[src/rtl/axi4_stream_stat_pkg.sv]
// Shared constants and helpers for the AXI4-Stream statistics monitor.
// Saturating arithmetic is done at a fixed 64-bit working width; counter
// widths (CW, PW) up to 64 bits are supported.
package axi4_stream_stat_pkg;

  // Working width of the saturating adder; callers zero-extend into it.
  localparam int SAT_W = 64;

  // Reset/idle value of sts_min: all-ones, sliced down to CW by the user.
  localparam logic [SAT_W-1:0] STS_MIN_RST = '1;

  // Width needed to hold a TKEEP popcount without truncation (DN=4 -> 3).
  function automatic int inc_w(input int dn);
    return $clog2(dn + 1);
  endfunction

  // Add a+b and clamp to 2^w-1. Bit SAT_W of the result flags saturation,
  // bits [w-1:0] carry the clamped sum.
  function automatic logic [SAT_W:0] sat_add(input logic [SAT_W-1:0] a,
                                             input logic [SAT_W-1:0] b,
                                             input int w);
    logic [SAT_W:0]   s;
    logic [SAT_W-1:0] lim;
    s = {1'b0, a} + {1'b0, b};
    if (w >= SAT_W) lim = '1;
    else            lim = (SAT_W'(1) << w) - SAT_W'(1);
    if (s > {1'b0, lim}) return {1'b1, lim};
    return {1'b0, s[SAT_W-1:0]};
  endfunction

endpackage

[src/rtl/axi4_stream_if.sv]
// Minimal AXI4-Stream bundle carrying the handshake and byte-qualifier
// sideband needed by passive monitors; modport m observes only.
// transf marks a completed handshake (TVALID and TREADY both high).
interface axi4_stream_if #(
  parameter int DN = 1
) (
  input logic ACLK,
  input logic ARESETn
);
  logic          TVALID;
  logic          TREADY;
  logic          TLAST;
  logic [DN-1:0] TKEEP;
  logic          transf;

  assign transf = TVALID & TREADY;

  modport m (input ACLK, ARESETn, TVALID, TREADY, TLAST, TKEEP, transf);
endinterface

[src/rtl/axi4_stream_popcnt.sv]
// Purpose: count set bits of TKEEP to get the byte increment of one beat.
// Latency: combinational, zero cycles.
// Backpressure: none; pure function of its input.
module axi4_stream_popcnt
  import axi4_stream_stat_pkg::*;
#(
  parameter  int DN = 1,
  localparam int IW = inc_w(DN)
) (
  input  logic [DN-1:0] keep,
  output logic [IW-1:0] cnt
);

  // Ripple-sum every keep bit into an IW-wide count.
  always_comb begin
    cnt = '0;
    for (int i = 0; i < DN; i++) cnt = cnt + IW'(keep[i]);
  end

endmodule

[src/rtl/axi4_stream_stat.sv]
// Purpose: passive per-packet byte statistics on an AXI4-Stream link.
// Latency: every statistic updates one cycle after the counted beat.
// Backpressure: none; monitors str only, beats dropped while frozen.
// Optional min/max tracking: define AXI4_STREAM_STAT_MINMAX_EN.
module axi4_stream_stat
  import axi4_stream_stat_pkg::*;
#(
  parameter int DN = 1,
  parameter int CW = 32,
  parameter int PW = 32
) (
  axi4_stream_if.m        str,
  input  logic            ctl_rst,
  input  logic            ctl_frz,
  output logic [CW-1:0]   sts_cur,
  output logic [CW-1:0]   sts_lst,
  output logic [PW-1:0]   sts_pkt,
  output logic [CW-1:0]   sts_min,
  output logic [CW-1:0]   sts_max,
  output logic            sts_ovf
);

  localparam int IW = inc_w(DN);

  logic [IW-1:0]  inc;
  logic           beat;
  logic [SAT_W:0] len_sum;
  logic [SAT_W:0] pkt_sum;
  logic [CW-1:0]  len;
  logic           len_sat;
  logic           pkt_sat;
  logic           sum_hi_unused;

  axi4_stream_popcnt #(.DN(DN)) u_popcnt (
    .keep (str.TKEEP),
    .cnt  (inc)
  );

  // A beat counts only on a handshake while not frozen; ctl_rst is
  // handled ahead of this in the register block so it always wins.
  assign beat = str.transf & ~ctl_frz;

  // Running length including this beat, and the next packet count.
  assign len_sum = sat_add(SAT_W'(sts_cur), SAT_W'(inc), CW);
  assign pkt_sum = sat_add(SAT_W'(sts_pkt), SAT_W'(1), PW);
  assign len     = len_sum[CW-1:0];
  assign len_sat = len_sum[SAT_W];
  assign pkt_sat = pkt_sum[SAT_W];

  // Bits above CW/PW are zero after clamping and are not needed.
  assign sum_hi_unused = ^{len_sum[SAT_W-1:0] >> CW, pkt_sum[SAT_W-1:0] >> PW};

  // Current/last length, packet count and sticky overflow.
  always_ff @(posedge str.ACLK or negedge str.ARESETn) begin
    if (!str.ARESETn) begin
      sts_cur <= '0;
      sts_lst <= '0;
      sts_pkt <= '0;
      sts_ovf <= 1'b0;
    end else if (ctl_rst) begin
      sts_cur <= '0;
      sts_lst <= '0;
      sts_pkt <= '0;
      sts_ovf <= 1'b0;
    end else if (beat) begin
      if (str.TLAST) begin
        sts_lst <= len;
        sts_cur <= '0;
        sts_pkt <= pkt_sum[PW-1:0];
        sts_ovf <= sts_ovf | len_sat | pkt_sat;
      end else begin
        sts_cur <= len;
        sts_ovf <= sts_ovf | len_sat;
      end
    end
  end

`ifdef AXI4_STREAM_STAT_MINMAX_EN
  // Shortest/longest completed packet, seeded so the first packet wins both.
  always_ff @(posedge str.ACLK or negedge str.ARESETn) begin
    if (!str.ARESETn) begin
      sts_min <= STS_MIN_RST[CW-1:0];
      sts_max <= '0;
    end else if (ctl_rst) begin
      sts_min <= STS_MIN_RST[CW-1:0];
      sts_max <= '0;
    end else if (beat && str.TLAST) begin
      if (len < sts_min) sts_min <= len;
      if (len > sts_max) sts_max <= len;
    end
  end
`else
  assign sts_min = STS_MIN_RST[CW-1:0];
  assign sts_max = '0;
`endif

endmodule
[src/flat_wrapper.sv]
// flat-port wrapper written by rule: the top's interface ports become plain ports
module axi4_stream_stat_flat import axi4_stream_stat_pkg::*;
#(
  parameter int DN = 1,
  parameter int CW = 32,
  parameter int PW = 32
)
  (ctl_rst, ctl_frz, sts_cur, sts_lst, sts_pkt, sts_min, sts_max, sts_ovf, ACLK, ARESETn, str_TVALID, str_TREADY, str_TLAST, str_TKEEP);
  axi4_stream_if #(.DN(DN)) str_i (.ACLK(ACLK), .ARESETn(ARESETn));
  input  logic ctl_rst;
  input  logic ctl_frz;
  output logic [CW-1:0] sts_cur;
  output logic [CW-1:0] sts_lst;
  output logic [PW-1:0] sts_pkt;
  output logic [CW-1:0] sts_min;
  output logic [CW-1:0] sts_max;
  output logic sts_ovf;
  input wire logic ACLK;
  input wire logic ARESETn;
  input wire logic [$bits(str_i.TVALID)-1:0] str_TVALID;
  input wire logic [$bits(str_i.TREADY)-1:0] str_TREADY;
  input wire logic [$bits(str_i.TLAST)-1:0] str_TLAST;
  input wire logic [$bits(str_i.TKEEP)-1:0] str_TKEEP;
  assign str_i.TVALID = str_TVALID;
  assign str_i.TREADY = str_TREADY;
  assign str_i.TLAST = str_TLAST;
  assign str_i.TKEEP = str_TKEEP;
  axi4_stream_stat #(.DN(DN), .CW(CW), .PW(PW)) u_core (.str(str_i), .ctl_rst(ctl_rst), .ctl_frz(ctl_frz), .sts_cur(sts_cur), .sts_lst(sts_lst), .sts_pkt(sts_pkt), .sts_min(sts_min), .sts_max(sts_max), .sts_ovf(sts_ovf));
endmodule
[config.mk]
export PLATFORM = sky130hd
export DESIGN_NAME = axi4_stream_stat_flat
export DESIGN_NICKNAME = d
export VERILOG_FILES = /design/src/rtl/axi4_stream_stat_pkg.sv /design/src/rtl/axi4_stream_if.sv /design/src/rtl/axi4_stream_popcnt.sv /design/src/rtl/axi4_stream_stat.sv /design/src/flat_wrapper.sv
export SDC_FILE = /design/constraint.sdc
export NUM_CORES = 1
export LEC_CHECK = 0
export CORE_MARGIN = 1
export CORE_UTILIZATION = 49
export DETAILED_ROUTE_END_ITERATION = 10
export GPL_TIMING_DRIVEN = 0
export HOLD_SLACK_MARGIN = 0.05
export PLACE_DENSITY = 0.84
export SYNTH_ARGS = -nofsm -noshare
export SYNTH_HDL_FRONTEND = slang
export SYNTH_HIERARCHICAL = 1
export SYNTH_SLANG_ARGS = --single-unit
[constraint.sdc]
create_clock -name ACLK -period 2.5 [get_ports ACLK]
set_input_delay 0.75 -clock ACLK [delete_from_list [all_inputs] [get_ports ACLK]]
set_output_delay 0.75 -clock ACLK [all_outputs]
set_load 0.03 [all_outputs]
; After elaboration in Yosys (flattened, before gate mapping)
; Index checks and enable logic that the tools add are counted.
[totals]
ff_bits = 97
input_bits = 8
output_inout_bits = 161
word_cells = 34
[classes]
addsub = 2
magnitude_cmp = 2
mux = 18
n_bitwise = 5
reduce_logical = 3
[ops]
columns = op, n
row1 = two-way mux 32 bit, 9
row2 = two-way mux 65 bit, 4
row3 = "greater-than comparator 65 x 32 -> 1 bit, second input constant", 2
row4 = adder 32 x 1 -> 33 bit, 1
row5 = "adder 32 x 1 -> 33 bit, second input constant", 1
row6 = two-way mux 1 bit, 5
row7 = nonzero test 2 bit, 2
row8 = AND 1 bit, 2
row9 = OR 1 bit, 2
row10 = AND reduction 2 bit, 1
row11 = inverter 1 bit, 1

; Depth between registers and ports, before layout
; Gate-level depths: netlist of run 1.
[logic_depth]
depth_word = 9
mapped_depth = 11
mapped_depth_nobuf = 8

; Cells and area by module
; Netlist of run 1, hierarchy kept.
[modules_own_cells]
columns = module, instances, cells_each, area_per_inst_um2, seq_area_each_um2
row1 = axi4_stream_stat, 1, 736, 6158.4, 2427.3
row2 = axi4_stream_popcnt, 1, 1, 7.5, 0.0
row3 = axi4_stream_stat_flat, 1, 1, 6.3, 0.0

; Worst setup path after synthesis of run 1
; OpenSTA, ideal clock, no wires.
[synth_path]
path_type = input port to flip-flop
from = input str_TKEEP
to = register u_core.sts_lst[17]
setup_ns = 0.120
arrival_ns = 2.384
required_ns = 2.380
setup_slack_ns = -0.005
path_stages = 10
path_buffers = 2
path_cell_list = buf_4 > ha_1 > and4_1 > buf_4 > nand4_4 > nor3_1 > nand2_1 > xnor2_1 > o21ai_0 > nand2_1
[synth_via]
elab_chain_cells = 7
[synth_lines]
columns = element, line_no
row1 = start: declaration, flat_wrapper.sv:23  ; input wire logic [$bits(str_i.TKEEP)-1:0] str_TKEEP;
row2 = adder 32 x 1 -> 33 bit *, axi4_stream_stat_pkg.sv:24  ; s = {1'b0, a} + {1'b0, b};
row3 = greater-than comparator 65 x 32 -> 1 bit, axi4_stream_stat_pkg.sv:27  ; if (s > {1'b0, lim}) return {1'b1, lim};
row4 = two-way mux 1 bit, axi4_stream_stat_pkg.sv:27
row5 = two-way mux 65 bit *, axi4_stream_stat_pkg.sv:28  ; return {1'b0, s[SAT_W-1:0]};
row6 = two-way mux 32 bit *, axi4_stream_stat.sv:66  ; if (str.TLAST) begin
row7 = two-way mux 32 bit *, axi4_stream_stat.sv:65  ; end else if (beat) begin
row8 = two-way mux 32 bit *, axi4_stream_stat.sv:60  ; end else if (ctl_rst) begin
row9 = end signal: assignment, axi4_stream_stat.sv:67  ; sts_lst <= len;
row10 = end: declaration, axi4_stream_stat.sv:16  ; output logic [CW-1:0] sts_lst,
; Every way passes the cells marked *; elsewhere a longest branch is shown, timed or not. The select of a mux whose other input is x is not followed.
; A chain may end at the register's enable or synchronous reset.

; Worst setup path after layout of run 1
[layout_path]
from = input str_TVALID
to = register u_core.sts_cur[24]
[layout_via]
elab_chain_cells = 3
[layout_lines]
columns = element, line_no
row1 = start: declaration, flat_wrapper.sv:20  ; input wire logic [$bits(str_i.TVALID)-1:0] str_TVALID;
row2 = AND 1 bit, axi4_stream_if.sv:16  ; assign transf = TVALID & TREADY;
row3 = net str_i.transf, axi4_stream_if.sv:14  ; logic transf;
row4 = AND 1 bit, axi4_stream_stat.sv:41  ; assign beat = str.transf & ~ctl_frz;
row5 = nonzero test 2 bit (no source line), --
row6 = end signal: assignment, axi4_stream_stat.sv:72  ; sts_cur <= len;
row7 = end: declaration, axi4_stream_stat.sv:15  ; output logic [CW-1:0] sts_cur,
; The timed path passes the listed nets, and every way through them passes these cells.

==> impl_metrics.env, run 1 <==
export IMPL_outcome="finished with violations"
export IMPL_violations="setup timing"
export IMPL_finalSetupTns_ps=-1.58
export IMPL_netlist_instances=738
export IMPL_slew_headroom_pct=55.9
export IMPL_clockBufferDepth=2
export IMPL_yosys_area_top_type="dfrtp_1"
export IMPL_rrSetupSlack_ps=130
export IMPL_start_util_pct=50.8
export IMPL_utilization_pct=67.4
export IMPL_drc=0
export IMPL_synth_warning_count=6
export IMPL_drv_cap=0
export IMPL_io_pins=169
export IMPL_synth_avg_cell_area_um2=8.36
export IMPL_synth_simple_area_share_pct=23.7
export IMPL_leakage_nw=3.75
export IMPL_die_height_um=114
export IMPL_async_flop_share_pct=100
export IMPL_htree_levels=3
export IMPL_synth_area_um2=6170
export IMPL_clockRootBuffer="clkbuf_16"
export IMPL_fin_crit_sh_pct=100
export IMPL_min_path_type="in2async"
export IMPL_grt_pass1_wl_um=26900
export IMPL_startpoint_type="input pin"
export IMPL_finalWirelength_um=17400
export IMPL_setup_viol=1
export IMPL_synthTopCellsByArea="dfrtp_1, buf_4, o21ai_0, nand2_1, xnor2_1"
export IMPL_nets=938
export IMPL_crit_fanout=10
export IMPL_crit_required_ps=2790
export IMPL_fp_dieW_um=114
export IMPL_cp_slowest_cell="clkdlybuf4s50_1"
export IMPL_rsz0062_at_grt="yes"
export IMPL_peakVddDrop_mv=0.335
export IMPL_ys_ff_latch=97
export IMPL_antenna_found_initial=0
export IMPL_multi_input_area_um2=3340
export IMPL_final_antenna_net_count=0
export IMPL_detail_route_wl_per_cell_um=15.8
export IMPL_synth_top_area_share_pct=39.3
export IMPL_clkTransAtPathRegs_ps=60
export IMPL_via_per_inst=5.48
export IMPL_whs_ps=386
export IMPL_first_pass_iters=6
export IMPL_synth_compound_area_share_pct=14.2
export IMPL_crit_family="buffers and inverters"
export IMPL_clock_sinks=97
export IMPL_nFillCells=979
export IMPL_hold_buffers=0
export IMPL_grt_pass1_vias=5338
export IMPL_synth_top_family_by_area="simple AND/OR/NAND/NOR gates"
export IMPL_synth_main_ff_cell="dfrtp_1"
export IMPL_worst_path_buf_inv=4
export IMPL_drive_gt1_share_pct=16.9
export IMPL_ys_types=56
export IMPL_fin_crit_ps=2500
export IMPL_worst_slew_pin_slew_ps=656
export IMPL_io_buffers=103
export IMPL_muxShareOfSynthArea_pct=0.324
export IMPL_setup_ws_ps=-1.58
export IMPL_diodes=0
export IMPL_overflow=0
export IMPL_clk_insertion_delay_late_ps=350
export IMPL_yosysSeqAreaShare_pct=39.3
export IMPL_finalHoldViolCount=0
export IMPL_num_vias=6014
export IMPL_slew_violations=0
export IMPL_max_clock_freq_mhz=400
export IMPL_die_area_um2=13000
export IMPL_synthAdderAreaFrac_pct=0.811
export IMPL_pwr_density_cell_nw_per_um2=402
export IMPL_grt_max_degree=58
export IMPL_coreArea_um2=12200
export IMPL_critical_path_class="in2reg"
export IMPL_drt_iter0_markers=560
export IMPL_rows=40
export IMPL_placed_cells=1072
export IMPL_place_congestion=0.891
export IMPL_crit_chain="clkdlybuf4s50_1, and2_4, nor2b_1, buf_4, and2_1, clkbuf_1, clkbuf_2, o21ai_0, nand2_1"
export IMPL_final_cells=1098
export IMPL_areaGrowthSynthToFinish_pct=32.8
export IMPL_gr_usage_all_layers_pct=26.5
export IMPL_dpl_hpwl_um=12200
export IMPL_synth_edf_count=0
export IMPL_synth_xor_area_share_pct=9.35
export IMPL_arrival_ps=2790
export IMPL_slowest_delay_ps=460
export IMPL_tritoncts="done"
export IMPL_seq_area_um2=2430
export IMPL_cts_buffers=9
export IMPL_fin_worst_skew_ps=9.72
export IMPL_end_kind="flip-flop"
## cell type report
class,count,share of cell area [%]
Tap cell,168,2.56
Timing Repair Buffer,116,14.0
Sequential cell,97,29.6
Multi-Input combinational cell,577,40.7
Inverter,22,1.01
Clock inverter,4,0.656
Buffer,103,8.44
Clock buffer,11,2.96
## worst paths after layout
| path | start | end | cells after the start |
|---|---|---|---|
| min | ARESETn | u_core/sts_lst[1] | 1 |
| max | str_TVALID | u_core/sts_cur[24] | 9 |
| min in group ACLK | u_core/sts_lst[7] | u_core/sts_lst[7] | 2 |
| max reg2reg | u_core/sts_cur[0] | u_core/sts_lst[31] | 8 |
| max in group asynchronous | ARESETn | u_core/sts_pkt[15] | 2 |
| min reg2reg | u_core/sts_lst[7] | u_core/sts_lst[7] | 2 |
## synth_stat cells, types with 2 or more instances
cell type    n
a21oi_1     27
a221o_1      3
a22o_1       8
a31oi_1      3
and2_1      10
and3_1      15
and4_1       5
and4b_1      2
buf_2       13
buf_4       67
clkbuf_1    20
clkbuf_2     2
conb_1       2
dfrtp_1     97
ha_1         4
inv_1       22
mux2i_1      2
nand2_1    103
nand2b_1     2
nand3_1     30
nand3_2      2
nand3b_1     2
nand4_1     19
nand4_2      2
nand4_4      2
nor2_1      54
nor2b_1      3
nor3_1      16
nor3_2       2
nor4_1       5
o211ai_1     4
o21ai_0    100
o22ai_1      3
or3_1        2
or4_1        2
xnor2_1     41
xor2_1      23
## report_power, final
| part | internal, W | total, W | leakage (nW) | switching, W |
|---|---|---|---|---|
| Combinational | 0.000104 | 0.000341 | 2.26 | 0.000237 |
| Sequential | 0.00157 | 0.00157 | 1.35 | 0.00000224 |
| Clock | 0.000799 | 0.00138 | 0.138 | 0.000585 |
| Total | 0.00247 | 0.00330 | 3.75 | 0.000824 |
## sequential cells by signal (all words and copies together), names as in the netlist
name	flops
u_core/sts_cur	32
u_core/sts_lst	32
u_core/sts_ovf	1
u_core/sts_pkt	32
## cells by family after synthesis
family,count (synthesis)
muxes,2
adders and majority gates,4
DFF,97
AOI/OAI and AO/OA,156
xor gates and xnor gates,65
and+or+nand+nor,286
other,2
buffers and inverters,126
## layout by cell type, fill, tap and decap left out, types with 4 or more instances in the layout
cell,n
nand2_1,102
clkdlybuf4s50_1,100
o21ai_0,99
dfrtp_1,96
buf_4,81
conb_1,64
nor2_1,48
xnor2_1,41
nand3_1,29
a21oi_1,26
xor2_1,23
inv_1,22
nand4_1,19
and3_1,14
nor3_1,13
buf_2,11
clkbuf_2,11
clkbuf_16,9
clkbuf_1,9
and2_1,9
a22o_1,8
and4_1,5
nor4_1,4
nor2_2,4
o211ai_1,4
ha_1,4
## metrics by stage
step | power [W] | area, um2 | setup slack (ps)
3_3_place_gp | 0.00192 | 7650 | -2990
6_report | 0.00330 | 8200 | -1.58
4_1_cts | 0.00331 | 8020 | -0.311
2_1_floorplan | 0.00185 | 6410 | 0.937
3_5_place_dp | 0.00192 | 7680 | -776
5_1_grt | 0.00341 | 8200 | -20.8
## per-layer routing
layer	routed length [um]	global-route usage, %
met1	7110	35.8
met2	7890	40.9
met3	1790	5.93
met4	576	11.9
met5	0	0
## timing repair
item	4_1_cts	5_1_grt
pin swaps	0	8
buffers inserted	0	12
resized for setup	16	36
setup endpoints to repair	69	82
No activity file was read; power rests on OpenSTA's default activity.
==> run 2, diff against run 1 <==
- GPL_ROUTABILITY_DRIVEN: default -> 0
- SYNTH_HIERARCHICAL: 1 -> default
==> run 2 against run 1 <==
Net effect:
- the run still ends with setup timing left
- synthesized cell count grew 1.5%
- cell area grew 4.1%
- routed wire length grew 18%
- via count grew 12%
- sequential power is essentially flat
- critical endpoint is now u_core.sts_ovf
- global-route usage grew 5.1 points
- worst setup slack lost 58 ps
- largest cell class unchanged
==> impl_metrics.env, run 2 <==
export IMPL_outcome="finished with violations"
export IMPL_violations="setup timing"
export IMPL_synthAdderAreaFrac_pct=0.807
export IMPL_cts_buffers=9
export IMPL_synth_compound_area_share_pct=20.9
export IMPL_worst_slew_pin_slew_ps=736
export IMPL_peakVddDrop_mv=0.399
export IMPL_synth_avg_cell_area_um2=8.28
export IMPL_synth_edf_count=0
export IMPL_arrival_ps=2810
export IMPL_clockBufferDepth=2
export IMPL_netlist_instances=749
export IMPL_final_common_cell="clkdlybuf4s50_1"
export IMPL_io_pins=169
export IMPL_async_flop_share_pct=100
export IMPL_startpoint_type="flip-flop"
export IMPL_drive_gt1_share_pct=20.9
export IMPL_fp_dieW_um=115
export IMPL_htree_levels=3
export IMPL_die_area_um2=13100
export IMPL_slew_headroom_pct=51.0
export IMPL_finalWirelength_um=20500
export IMPL_synth_top_family_by_area="simple AND/OR/NAND/NOR gates"
export IMPL_yosys_top_cells_count="dfrtp_1, o21ai_0, nor2_1"
export IMPL_first_pass_iters=5
export IMPL_crit_fanout=9
export IMPL_pwr_density_cell_nw_per_um2=410
export IMPL_overflow=0
export IMPL_clk_insertion_delay_late_ps=360
export IMPL_coreArea_um2=12200
export IMPL_min_path_type="in2async"
export IMPL_rsz0062_at_grt="yes"
export IMPL_num_vias=6713
export IMPL_final_cell_mix="clkdlybuf4s50_1, buf_4, dfrtp_1"
export IMPL_drc=0
export IMPL_gr_usage_all_layers_pct=31.6
export IMPL_synthTopCellsByArea="dfrtp_1, buf_4, o21ai_0, nor2_1, a21oi_1"
export IMPL_areaGrowthSynthToFinish_pct=37.6
export IMPL_ys_ff_latch=97
export IMPL_clock_sinks=97
export IMPL_fin_crit_sh_pct=102
export IMPL_rows=40
export IMPL_synth_top_area_share_pct=39.1
export IMPL_end_kind="flip-flop"
export IMPL_antenna_found_initial=0
export IMPL_synth_xor_area_share_pct=4.09
export IMPL_fin_worst_skew_ps=8.66
export IMPL_dpl_hpwl_um=13400
export IMPL_synth_most_common_cell="dfrtp_1"
export IMPL_clkTransAtPathRegs_ps=70
export IMPL_grt_pass1_vias=6182
export IMPL_slew_violations=0
export IMPL_critical_path_class="reg2reg"
export IMPL_diodes=0
export IMPL_finalSetupTns_ps=-59.4
export IMPL_clockRootBuffer="clkbuf_16"
export IMPL_yosys_area_top_type="dfrtp_1"
export IMPL_via_per_inst=5.96
export IMPL_leakage_nw=3.61
export IMPL_fin_crit_ps=2560
export IMPL_die_height_um=115
export IMPL_synth_area_um2=6200
export IMPL_hold_buffers=0
export IMPL_synth_main_ff_cell="dfrtp_1"
export IMPL_max_clock_freq_mhz=391
export IMPL_finalHoldViolCount=0
export IMPL_setup_viol=1
export IMPL_reg_largest_list="u_core.sts_cur: 32 flops, u_core.sts_lst: 32 flops, u_core.sts_pkt: 32 flops"
export IMPL_tritoncts="done"
export IMPL_drt_iter0_markers=810
export IMPL_start_util_pct=51.0
export IMPL_post_place_ws_ps=-1210
export IMPL_muxShareOfSynthArea_pct=0.323
export IMPL_synth_warning_count=0
export IMPL_drv_cap=0
export IMPL_grt_pass1_wl_um=32200
export IMPL_yosysSeqAreaShare_pct=39.1
export IMPL_io_buffers=104
export IMPL_final_antenna_net_count=0
export IMPL_ys_types=56
export IMPL_crit_required_ps=2750
export IMPL_grt_max_degree=50
export IMPL_nets=965
export IMPL_setup_ws_ps=-59.4
export IMPL_synth_simple_area_share_pct=22.2
export IMPL_detail_route_wl_per_cell_um=18.2
## run 2: path summary, 6_finish.rpt
| check | from | endpoint | slack [ps] | cells past startpoint |
|---|---|---|---|---|
| max | u_core.sts_pkt[8] | u_core.sts_ovf | -60 | 8 |
| min | ARESETn | u_core.sts_pkt[2] | 420 | 1 |
| max reg2reg | u_core.sts_pkt[8] | u_core.sts_ovf | -60 | 8 |
| min reg2reg | u_core.sts_lst[30] | u_core.sts_lst[30] | 520 | 2 |
| max in group asynchronous | ARESETn | u_core.sts_cur[0] | 1390 | 2 |
| min in group ACLK | u_core.sts_lst[30] | u_core.sts_lst[30] | 520 | 2 |
## run 2: cell type report
class,instances,area [um2]
Tap cell,168,210
Timing Repair Buffer,139,1330
Fill cell,916,3630
Sequential cell,97,2440
Multi-Input combinational cell,576,3460
Inverter,23,86.3
Clock buffer,10,229
Buffer,107,696
Clock inverter,6,75.1
## run 2: power breakdown
part | switching [W] | internal (W)
clock | 0.000663 | 0.000791
combinational | 0.000305 | 0.000143
sequential | 0.0000128 | 0.00158
## run 2: logic make-up after synthesis
kind of cell               after synthesis
DFF                                     97
buffers and inverters                  138
and+or+nand+nor                        260
adders and majority gates                4
AOI/OAI and AO/OA                      217
muxes                                    2
xor gates and xnor gates                29
other                                    2
## run 2: repair_timing
item                                    in CTS  in global routing
endpoints found under the setup margin      93                 72
buffers inserted                            27                  7
pin swaps                                   19                  8
resized for setup                           38                 45
## run 2: per-stage QoR
step | power, W | util (%) | hold WS, ps | area, um2 | instances
2_1_floorplan | 0.00194 | - | 454 | 6480 | 811
3_3_place_gp | 0.00205 | 63.6 | 511 | 7730 | 1083
3_5_place_dp | 0.00206 | 63.8 | 516 | 7760 | 1084
4_1_cts | 0.00349 | 68.9 | 453 | 8380 | 1120
5_1_grt | 0.00359 | 70.2 | 464 | 8540 | 1126
6_report | 0.00350 | 70.2 | 418 | 8540 | 1126
## run 2: layer usage
metal / track usage, % / wire length [um]
met1: 41.4 / 7740
met2: 51.4 / 9820
met3: 5.82 / 2110
met4: 13.6 / 774
met5: 0 / 0
## run 2: worst max-delay path, cell delays in order (launching register included)
cell and delay, ps:
dfrtp_1 350, buf_2 210, and3_4 250, nand4_1 200, or4_4 550, xor2_1 160, nor4_2 200, a31oi_1 160
o41ai_2 350
==> run 3, diff against run 2 <==
- CTS_CLUSTER_SIZE: default -> 30
==> results of run 3 <==
The final DEF is identical to that of run 2; final timing and power are the same.
